`src/rtl/awg_dac_pkg.sv`:
```
// Shared types and helpers for the dual-channel DAC serial driver:
// frame geometry, driver state encoding and frame-word assembly.
package awg_dac_pkg;

    localparam int FRAME_W = 16;
    localparam int DATA_W  = 12;

    typedef enum logic [1:0] {
        IDLE  = 2'd0,
        SHIFT = 2'd1,
        GAP   = 2'd2
    } state_t;

    // Frame word: two leading zeros, power-down mode, then the 12-bit sample.
    function automatic logic [FRAME_W-1:0] make_frame(input logic [1:0]        pd_mode,
                                                      input logic [DATA_W-1:0] sample);
        return {2'b00, pd_mode, sample};
    endfunction

endpackage

```
`src/rtl/dac_spi_driver_sclk_gen.sv`:
```
// SCLK divider: counts CLK_DIV clk cycles per half-period while enabled and
// flags the edge on which SCLK will rise or fall. SCLK parks high when disabled.
module dac_sclk_gen #(
    parameter int CLK_DIV = 2
) (
    input  logic clk,
    input  logic rst,
    input  logic en,
    output logic sclk,
    output logic rise,
    output logic fall
);

    localparam int DIV_W = (CLK_DIV > 1) ? $clog2(CLK_DIV) : 1;

    logic [DIV_W-1:0] div_cnt;
    logic             wrap;

    assign wrap = en && (div_cnt == DIV_W'(CLK_DIV - 1));
    assign fall = wrap && sclk;
    assign rise = wrap && !sclk;

    // NOTE: sequential state uses non-blocking assignments so every flop samples pre-edge values.
    always_ff @(posedge clk) begin
        if (rst || !en) begin
            div_cnt <= '0;
            sclk    <= 1'b1;
        end else if (wrap) begin
            div_cnt <= '0;
            sclk    <= ~sclk;
        end else begin
            div_cnt <= div_cnt + 1'b1;
        end
    end

endmodule

```
`src/rtl/dac_spi_driver.sv`:
```
// Dual DAC121S101 serial driver: shifts channel A/B frame words in lockstep
// under a shared SYNC/SCLK. Optional one-entry skid buffer: DAC_SKID_BUF_EN.
module dac_spi_driver
    import awg_dac_pkg::*;
#(
    parameter int         CLK_DIV    = 2,
    parameter int         GAP_CYCLES = 2,
    parameter logic [1:0] PD_MODE    = 2'b00
) (
    input  logic              clk,
    input  logic              rst,
    input  logic [DATA_W-1:0] sample_a,
    input  logic [DATA_W-1:0] sample_b,
    input  logic              sample_valid,
    output logic              sample_ready,
    output logic              dac_sync,
    output logic              dac_sclk,
    output logic              dac_d0,
    output logic              dac_d1,
    output logic              busy,
    output logic              frame_done
);

    localparam int GAP_W = (GAP_CYCLES > 1) ? $clog2(GAP_CYCLES) : 1;

    state_t             state, state_next;
    logic [FRAME_W-1:0] shreg_a, shreg_b;
    logic [FRAME_W-1:0] load_a, load_b;
    logic [4:0]         bit_cnt;
    logic [GAP_W-1:0]   gap_cnt;
    logic               sclk_rise, sclk_fall;
    logic               take, launch, shift_end, gap_last;

    dac_sclk_gen #(.CLK_DIV(CLK_DIV)) u_sclk_gen (
        .clk  (clk),
        .rst  (rst),
        .en   (state == SHIFT),
        .sclk (dac_sclk),
        .rise (sclk_rise),
        .fall (sclk_fall)
    );

    assign busy      = (state != IDLE);
    assign take      = sample_valid && sample_ready;
    assign gap_last  = (state == GAP) && (gap_cnt == GAP_W'(GAP_CYCLES - 1));
    // The rising toggle after the 16th falling edge closes the frame.
    assign shift_end = sclk_rise && (bit_cnt == 5'(FRAME_W));

`ifdef DAC_SKID_BUF_EN
    logic               hold_full;
    logic [FRAME_W-1:0] hold_a, hold_b;
    logic               drain;

    assign drain        = gap_last && hold_full;
    assign sample_ready = !rst && (!hold_full || drain);
    // A held pair always launches first; an empty holder lets a fresh pair launch from IDLE or GAP end.
    assign launch       = ((state == IDLE) && take) || (gap_last && (hold_full || take));
    assign load_a       = hold_full ? hold_a : make_frame(PD_MODE, sample_a);
    assign load_b       = hold_full ? hold_b : make_frame(PD_MODE, sample_b);

    always_ff @(posedge clk) begin
        if (rst) begin
            hold_full <= 1'b0;
            hold_a    <= '0;
            hold_b    <= '0;
        end else if (take && busy && !(gap_last && !hold_full)) begin
            hold_full <= 1'b1;
            hold_a    <= make_frame(PD_MODE, sample_a);
            hold_b    <= make_frame(PD_MODE, sample_b);
        end else if (drain) begin
            hold_full <= 1'b0;
        end
    end
`else
    assign sample_ready = !rst && (state == IDLE);
    assign launch       = (state == IDLE) && take;
    assign load_a       = make_frame(PD_MODE, sample_a);
    assign load_b       = make_frame(PD_MODE, sample_b);
`endif

    // NOTE: the default assignment first keeps this block free of inferred latches.
    always_comb begin
        state_next = state;
        unique case (state)
            IDLE:    if (launch)    state_next = SHIFT;
            SHIFT:   if (shift_end) state_next = GAP;
            GAP:     if (gap_last)  state_next = launch ? SHIFT : IDLE;
            default:                state_next = IDLE;
        endcase
    end

    always_ff @(posedge clk) begin
        if (rst) begin
            state      <= IDLE;
            dac_sync   <= 1'b1;
            dac_d0     <= 1'b0;
            dac_d1     <= 1'b0;
            frame_done <= 1'b0;
            bit_cnt    <= '0;
            gap_cnt    <= '0;
            shreg_a    <= '0;
            shreg_b    <= '0;
        end else begin
            state      <= state_next;
            frame_done <= shift_end;
            gap_cnt    <= ((state == GAP) && !gap_last) ? gap_cnt + 1'b1 : '0;
            if (launch) begin
                dac_sync <= 1'b0;
                shreg_a  <= load_a;
                shreg_b  <= load_b;
                dac_d0   <= load_a[FRAME_W-1];
                dac_d1   <= load_b[FRAME_W-1];
                bit_cnt  <= '0;
            end else if (shift_end) begin
                dac_sync <= 1'b1;
                dac_d0   <= 1'b0;
                dac_d1   <= 1'b0;
            end else if (state == SHIFT) begin
                if (sclk_fall) begin
                    bit_cnt <= bit_cnt + 1'b1;
                end
                // Data moves only while SCLK goes high, so it is stable across each falling edge.
                if (sclk_rise) begin
                    shreg_a <= shreg_a << 1;
                    shreg_b <= shreg_b << 1;
                    dac_d0  <= shreg_a[FRAME_W-2];
                    dac_d1  <= shreg_b[FRAME_W-2];
                end
            end
        end
    end

endmodule

```
`config.mk`:
```
export PLATFORM = sky130hd
export DESIGN_NAME = dac_spi_driver
export DESIGN_NICKNAME = d
export VERILOG_FILES = /design/src/rtl/awg_dac_pkg.sv /design/src/rtl/dac_spi_driver_sclk_gen.sv /design/src/rtl/dac_spi_driver.sv
export SDC_FILE = /design/constraint.sdc
export NUM_CORES = 1
export LEC_CHECK = 0
export ABC_AREA = 1
export CAP_MARGIN = 5
export CORE_MARGIN = 10
export CORE_UTILIZATION = 35
export CTS_CLUSTER_DIAMETER = 50
export DETAILED_ROUTE_END_ITERATION = 6
export GPL_TIMING_DRIVEN = 0
export RECOVER_POWER = 50
export SETUP_SLACK_MARGIN = 0.1
export SLEW_MARGIN = 10
export SYNTH_ARGS = -nofsm -noshare
export SYNTH_HDL_FRONTEND = slang
export SYNTH_SLANG_ARGS = --single-unit
```
`constraint.sdc`:
```
create_clock -name clk -period 1.6 [get_ports clk]
set_clock_uncertainty 0.2 [all_clocks]
set_input_delay 0.16 -clock clk [delete_from_list [all_inputs] [get_ports clk]]
set_output_delay 0.16 -clock clk [all_outputs]
set_load 0.02 [all_outputs]
```
---- Word-level counts from Yosys, hierarchy flattened ----
Cells that the tools add are included.
operators by class
  $add $sub $neg .......................... 3
  equal/unequal tests ..................... 7
  mux-type cells .......................... 15
  bitwise operators ....................... 3
  reduce and logical (&&, ||, !) cells .... 28
operators with widths
  kind                 number
  $mux 12              8
  $reduce_and 3->1     4
  $logic_and 1x1->1    9
  $ne 2x2->1 const B   4
  $reduce_bool 2->1    4
  $mux 2               3
  $pmux 2 s3           1
  $reduce_or 2->1      3
  $add 5x1->5 const B  1
  $eq 5x5->1 const B   1
  $logic_not 1->1      4
  $mux 1               3
  $not 1->1            3
  $reduce_or 3->1      1
  $add 1x1->1 const B  2
  $eq 2x1->1 const B   1
  $eq 2x2->1 const B   1
  $logic_not 2->1      1
  $reduce_and 2->1     1
  $logic_or 1x1->1     1
word-level totals
  register bits ........................... 44
  bits of input ports ..................... 27

---- Longest topological paths before layout ----
Gate-level depths: netlist of run 1.
  depth in word-level cells ............... 7
  depth in mapped cells ................... 9

---- By module ----
A second synthesis of run 1 with hierarchy kept.
unflattened totals
  cell total of the unflattened synthesis .. 304
  area total of the unflattened synthesis .. 2212.1 µm²
modules (own cells, without submodules)
  module          instances  cells each  area each (µm²)  seq. area each (µm²)
  dac_spi_driver  1          291         2127.0           840.8
  dac_sclk_gen    1          13          85.1             40.0

---- Worst setup path before layout of run 1 ----
No wires, ideal clock.
  kind .................................... register -> output
  start point ............................. register state[0]
  end point ............................... output sample_ready
  data arrival time ....................... 1.133 ns
  required time ........................... 1.240 ns
  slack ................................... 0.107 ns
  stages on the path, launching flop included .. 5
  buffers on the path ..................... 1
  cells stage by stage .................... dfxtp_1 nor2_4 buf_2 inv_1 nor2_1
on the way
  longest elaborated chain between the ends .. 2
RTL lines
  element                   RTL line               RTL
  start: declaration        dac_spi_driver.sv:26   state_t state, state_next;
  start signal: assignment  dac_spi_driver.sv:104  state <= state_next;
  $logic_not 2->1           dac_spi_driver.sv:75   assign sample_ready = !rst && (state == IDLE);
  $logic_and 1x1->1         dac_spi_driver.sv:75
  end: declaration          dac_spi_driver.sv:15   output logic sample_ready,
No other way between the ends.

---- Worst setup path in the final report of run 1 ----
  start point ............................. register state[1]
  end point ............................... register shreg_b[2]
on the way
  longest elaborated chain between the ends .. 6
  elaborated cells between the ends (all ways) .. 13
RTL lines
  element                                                           RTL line                                             RTL
  $eq 2x1->1 or $logic_not 2->1 (tied branches)                     --
  $logic_and 1x1->1, on equally long branches                       dac_spi_driver_sclk_gen.sv:19, dac_spi_driver.sv:75
  $logic_and 1x1->1, on equally long branches                       dac_spi_driver_sclk_gen.sv:21, dac_spi_driver.sv:44
  $logic_and 1x1->1, on equally long branches                       dac_spi_driver.sv:47, dac_spi_driver.sv:76
  $ne 2x2->1 (no source line) or $reduce_bool 2->1 (tied branches)  --
  $reduce_and 3->1 (no source line)                                 --
  end signal: assignment                                            dac_spi_driver.sv:110                                shreg_b <= load_b;
  end signal: assignment                                            dac_spi_driver.sv:125                                shreg_b <= shreg_b << 1;
  end: declaration                                                  dac_spi_driver.sv:27                                 logic [FRAME_W-1:0] shreg_a, shreg_b;
Several ways; a longest one is shown, not always the timed one.
A chain may end at the register's enable or synchronous reset.

==> impl_metrics.toml, run 1 <==
[drt]
ant_nets = 0
wire_per_inst_um = 14.2
drt_iter0_markers = 101
drc = 0
wirelength_um = 6060
via_per_inst = 4.98
drt-pass1-iter-count = 4
num_vias = 2123

[grt]
grt_pass1_vias = 2053
grt_max_degree = 14
grt_pass1_wl_um = 9900
track_usage_pct = 12.0
use_met2_pct = 19.3
antenna_found_initial = 0
grt_use_met3_pct = 3.95
grt_use_met1_pct = 14.9
busiest_layer = "met2"
grt_overflow = 0

[logic_synthesis]
synth_top_cell_area_share_pct = 41.6
synth_most_common_cell = "nand2_1"
synth_fp_nets = 313
syn_inst = 284
seq_area_frac_synth_pct = 41.6
async_reset_ff_share_pct = 0
synth_area_leaders = "dfxtp_1 (42%), nand2_1 (13%), nand3_1 (6.6%)"
synth.cell_area_um2 = 2120
ys_seq_elements = 44
ys.flop_type = "dfxtp_1"
post-synth-top-area-cell = "dfxtp_1"
synth_enable_flop_cells = 0
yosys-top-cells-count = "nand2_1 (71), dfxtp_1 (44), nand3_1 (28)"
ys_types = 27
ys_warn_count = 0
syn_area_per_cell_um2 = 7.46

[critical_path]
slowest_stage = "dfxtp_2"
critical_path_buf_inv_count = 4
startpoint = "state[1]"
path_cells = "nor2_4 -> buf_6 -> nand3_4 -> buf_6 -> nand2_8 -> buf_6 -> buf_6 -> nand2_1 -> a21oi_1"
startpoint_type = "flop"
cp_common_cell = "buf_6"
end_kind = "flop"
path_depth = 9
max_stage_delay_ns = 0.35
r2r-start = "state[1]"
critical_path.max_fanout = 6
reg2reg_to = "shreg_b[2]"
worstRegToRegCells = 9
arrival_ns = 1.62
critical_path.top_delay_family = "buffers and inverters"
worstSetupPathType = "reg2reg"
endpoint = "shreg_b[2]"
critPathRequiredTime_ns = 1.63
r2r_slack_ns = 0.007

[cts]
cts_buffer_depth = 2
cts-buffers-inserted = 5
clk_pin_slew_ns = 0.09
cts_sinks = 44
root_buffer = "clkbuf_8"
cts_tree = "yes"
insertion_delay_ns = 0.30
cts_hold_repair.buffers = 0
htreeDepth = 2

[place]
routabilityCongestion = 0.799
port_buffers = 32
dpl.hpwl_um = 3840

[finish]
final_core_util_pct = 56.4
diodes = 0
post_route_cells_drive_above_1_share_pct = 41.0
nets = 379
syn_to_final_growth_pct = 56.5

[power]
ir_worst_vdd_mv = 0.453
p_per_area_nw_per_um2 = 742
p_leak_uw = 0.00129

[sta]
holdWs_ns = 0.0603
finalHoldViolCount = 0
tightest_slew_ns = 0.638
fin_crit_ns = 1.59
rsz0062_at_grt = "yes"
setup_viol_count_final = 0
slew-limit-headroom_pct = 57.4
fin_crit_sh_pct = 99.6
fmax_mhz = 628
drv_slew = 0

[worst_hold_path]
hold_class = "in2reg"

[flow_run]
max_cap_violations = 0

[outcome]
status = "complete, no violations"

[floorplan]
initial_core_util_pct = 36.0
die_h_um = 97.8
core_um2 = 5890
num_rows = 28
die-area_um2 = 9570
die_w_um = 97.8
io_pins = 34
per-stage QoR:
stage / power, uW / cell area, um^2 / setup TNS (ns) / cells / worst slack [ns]
floorplan: 1350 / 2120 / 0 / 284 / 0.107
global placement: 1480 / 2530 / -5.16 / 391 / -0.331
detailed placement: 1480 / 2530 / -5.02 / 391 / -0.351
CTS: 2420 / 3060 / 0 / 420 / 0.00840
global route: 2570 / 3320 / -0.555 / 426 / -0.0554
finish: 2460 / 3320 / 0 / 426 / 0.00698
worst min path at each step:
stage,from,endpoint,slack [ns],depth (start not counted)
4_1_cts,rst,dac_sync,0.06,3
6_report,rst,dac_sync,0.06,3
2_1_floorplan,sample_a[0],shreg_a[0],0.11,2
3_5_place_dp,dac_d1,dac_d1,0.26,2
3_3_place_gp,dac_d0,dac_d0,0.25,2
5_1_grt,rst,dac_sync,0.08,3
cell families after synthesis:
family	after synthesis	share of synthesized area [%]
XOR/XNOR	1	0.413
AO/OA/AOI/OAI	41	11.6
buffers and inverters	32	7.73
flip-flops	44	41.6
AND/OR/NAND/NOR	164	37.5
adder cells (fa/ha/maj)	2	1.18
state kept, by name (all words and copies together) (netlist names):
name / flops
frame_done: 1
shreg_b: 15
bit_cnt: 5
shreg_a: 15
dac_d0: 1
u_sclk_gen.sclk: 1
gap_cnt: 1
state: 2
dac_sync: 1
dac_d1: 1
u_sclk_gen.div_cnt: 1
cell usage in the layout (no fill, tap or decap), types with 2 or more instances in the layout:
cell / instances
buf_4: 12
clkbuf_1: 3
inv_2: 5
nand3_4: 6
dlygate4sd2_1: 5
clkbuf_2: 2
clkdlybuf4s50_1: 25
buf_6: 17
buf_2: 4
nor2_1: 20
a21oi_2: 20
nand4_1: 22
clkbuf_16: 3
buf_8: 2
nand2_8: 2
inv_1: 5
nand2_2: 33
nor2_4: 5
o21ai_1: 2
nand2_1: 47
o21ai_0: 5
nand3_2: 10
nand3_1: 14
clkbuf_8: 5
a21oi_1: 12
buf_12: 4
dfxtp_2: 3
dfxtp_1: 40
final cells by class:
type	instances	area (um^2)
Fill cell	542	2570
Buffer	20	198
Clock inverter	2	35.0
Clock buffer	6	72.6
Tap cell	75	93.8
Sequential cell	44	888
Inverter	12	52.6
Timing Repair Buffer	58	632
Multi-Input combinational cell	209	1350
per-layer routing:
metal	vias to the layer above	wire, um
met1	976	2730
met2	51	2960
met5	-	0
li1	1089	-
met4	0	52
met3	7	313
where the power goes:
| part | leakage [uW] | switching, uW | internal [uW] |
|---|---|---|---|
| combinational | 0.000873 | 239 | 238 |
| clock | 0.0000552 | 387 | 464 |
| sequential | 0.000358 | 18.6 | 1120 |
| total | 0.00129 | 644 | 1820 |
timing repair:
| item | in CTS | in global routing |
|---|---|---|
| pin swaps | 13 | 16 |
| resized for setup | 84 | 50 |
| setup endpoints to repair | 39 | 41 |
| cloned | 6 | 3 |
| buffers inserted | 15 | 5 |
tightest hold or removal path, stage by stage:
cell     delay, ns
buf_2         0.18
nor2_1        0.11
a21oi_1       0.06
Power figures use the tool's default switching activity.
==> run 2: changes to the inputs <==
Settings changed: TNS_END_PERCENT from default to 100.
==> results of run 2 <==
Same layout as run 1: the final DEF is identical, and so are final timing and power.
==> run 3: changes to the inputs <==
Settings changed: TNS_END_PERCENT 100 to 30.
==> run 3 against run 2 <==
Against the previous run: fmax increased by 0.40%; critical path type unchanged; wire length fell by 4.0%; critical path depth unchanged; power shrank 0.76%; core utilization is 1.6 points lower; global-route usage hardly changed; die area unchanged; clock power is essentially flat.
==> impl_metrics.toml, run 3 (synthesis gave the netlist of run 1 again) <==
[cts]
cts_tree = "yes"
insertion_delay_ns = 0.30
htreeDepth = 2
cts_buffer_depth = 2
cts_sinks = 44
cts_hold_repair.buffers = 0
root_buffer = "clkbuf_8"
clk_pin_slew_ns = 0.09
cts-buffers-inserted = 5

[drt]
via_per_inst = 4.98
drt-pass1-iter-count = 4
drt_iter0_markers = 80
drc = 0
num_vias = 2091
ant_nets = 0
wirelength_um = 5820
wire_per_inst_um = 13.8

[floorplan]
die_w_um = 97.8
initial_core_util_pct = 36.0
io_pins = 34
num_rows = 28
die-area_um2 = 9570
core_um2 = 5890
die_h_um = 97.8

[worst_hold_path]
hold_class = "in2reg"

[sta]
holdWs_ns = 0.0365
drv_slew = 0
fin_crit_ns = 1.59
slew-limit-headroom_pct = 55.1
fin_crit_sh_pct = 99.2
setup_viol_count_final = 0
setup_slack_ns = 0.0134
finalHoldViolCount = 0
fmax_mhz = 630
tightest_slew_ns = 0.673
tns_ns = 0
rsz0062_at_grt = "yes"

[critical_path]
end_kind = "flop"
worstSetupPathType = "reg2reg"
critical_path.max_fanout = 6
arrival_ns = 1.61
critPathRequiredTime_ns = 1.63
startpoint_type = "flop"

[power]
p_leak_uw = 0.00124
p_total_uw = 2440
p_per_area_nw_per_um2 = 758
ir_worst_vdd_mv = 0.437

[flow_run]
max_cap_violations = 0

[finish]
reg_top3 = "shreg_a x15, shreg_b x15, bit_cnt x5"
final_core_util_pct = 54.8
multi_input_area_um2 = 1330
syn_to_final_growth_pct = 52.2
nets = 373
layout_common_cells = "nand2_1 (44), dfxtp_1 (39), nand2_2 (35)"
final_common_cell = "nand2_1"
seq_area_um2 = 890
n_fill_cell = 553
post_route_cells_drive_above_1_share_pct = 40.9
diodes = 0

[place]
port_buffers = 32
dpl.hpwl_um = 3840
pre_cts_ws_ns = -0.351
routabilityCongestion = 0.799

[grt]
grt_max_degree = 14
antenna_found_initial = 0
grt_pass1_vias = 2072
track_usage_pct = 12.1
grt_overflow = 0
grt_pass1_wl_um = 9940

[outcome]
status = "complete, no violations"
==> run 3: through the flow <==
stage / std cells / area, um^2
finish: 420 / 3230
global placement: 391 / 2530
floorplan: 284 / 2120
detailed placement: 391 / 2530
global route: 420 / 3230
CTS: 419 / 3120
==> run 3: repair_timing <==
action                                  4_1_cts  5_1_grt
endpoints found under the setup margin       39       41
cloned                                        5        1
pin swaps                                    27       13
resized for setup                           103       26
setup buffers                                15        1
==> run 3: layout make-up <==
cell class | count | area share, %
inverters | 12 | 1.55
flip-flops and latches | 44 | 27.6
plain buffers | 20 | 5.97
well taps | 75 | 2.91
multi-input cells | 208 | 41.2
repair buffers | 53 | 17.5
clock inverters | 2 | 1.09
clock buffers | 6 | 2.25
==> run 3: worst max-delay path: stages (launching register included) <==
cell and delay, ns:
dfxtp_2 0.34, nor2_4 0.15, buf_6 0.12, nand3_4 0.09, buf_6 0.15, nand2_8 0.09
buf_6 0.11, buf_6 0.10, nand2_1 0.05, a21oi_1 0.11
==> run 3: final timing paths <==
check | start | end | slack, ns | cells past startpoint
min | rst | dac_sync | 0.04 | 3
min reg2reg | dac_d1 | dac_d1 | 0.26 | 2
max | state[1] | shreg_b[2] | 0.01 | 9
max reg2reg | state[1] | shreg_b[2] | 0.01 | 9
==> run 3: routing by layer <==
metal / track usage, % / wire length (um) / vias to the layer above
li1: - / - / 1072
met1: 14.9 / 2650 / 965
met2: 19.2 / 2730 / 42
met3: 4.23 / 347 / 12
met4: 3.58 / 87 / 0
met5: 0 / 0 / -
==> run 3: power breakdown <==
| group | switching, uW | total (uW) | internal, uW |
|---|---|---|---|
| sequential | 18.4 | 1140 | 1120 |
| clock | 386 | 849 | 464 |
| combinational | 231 | 459 | 228 |
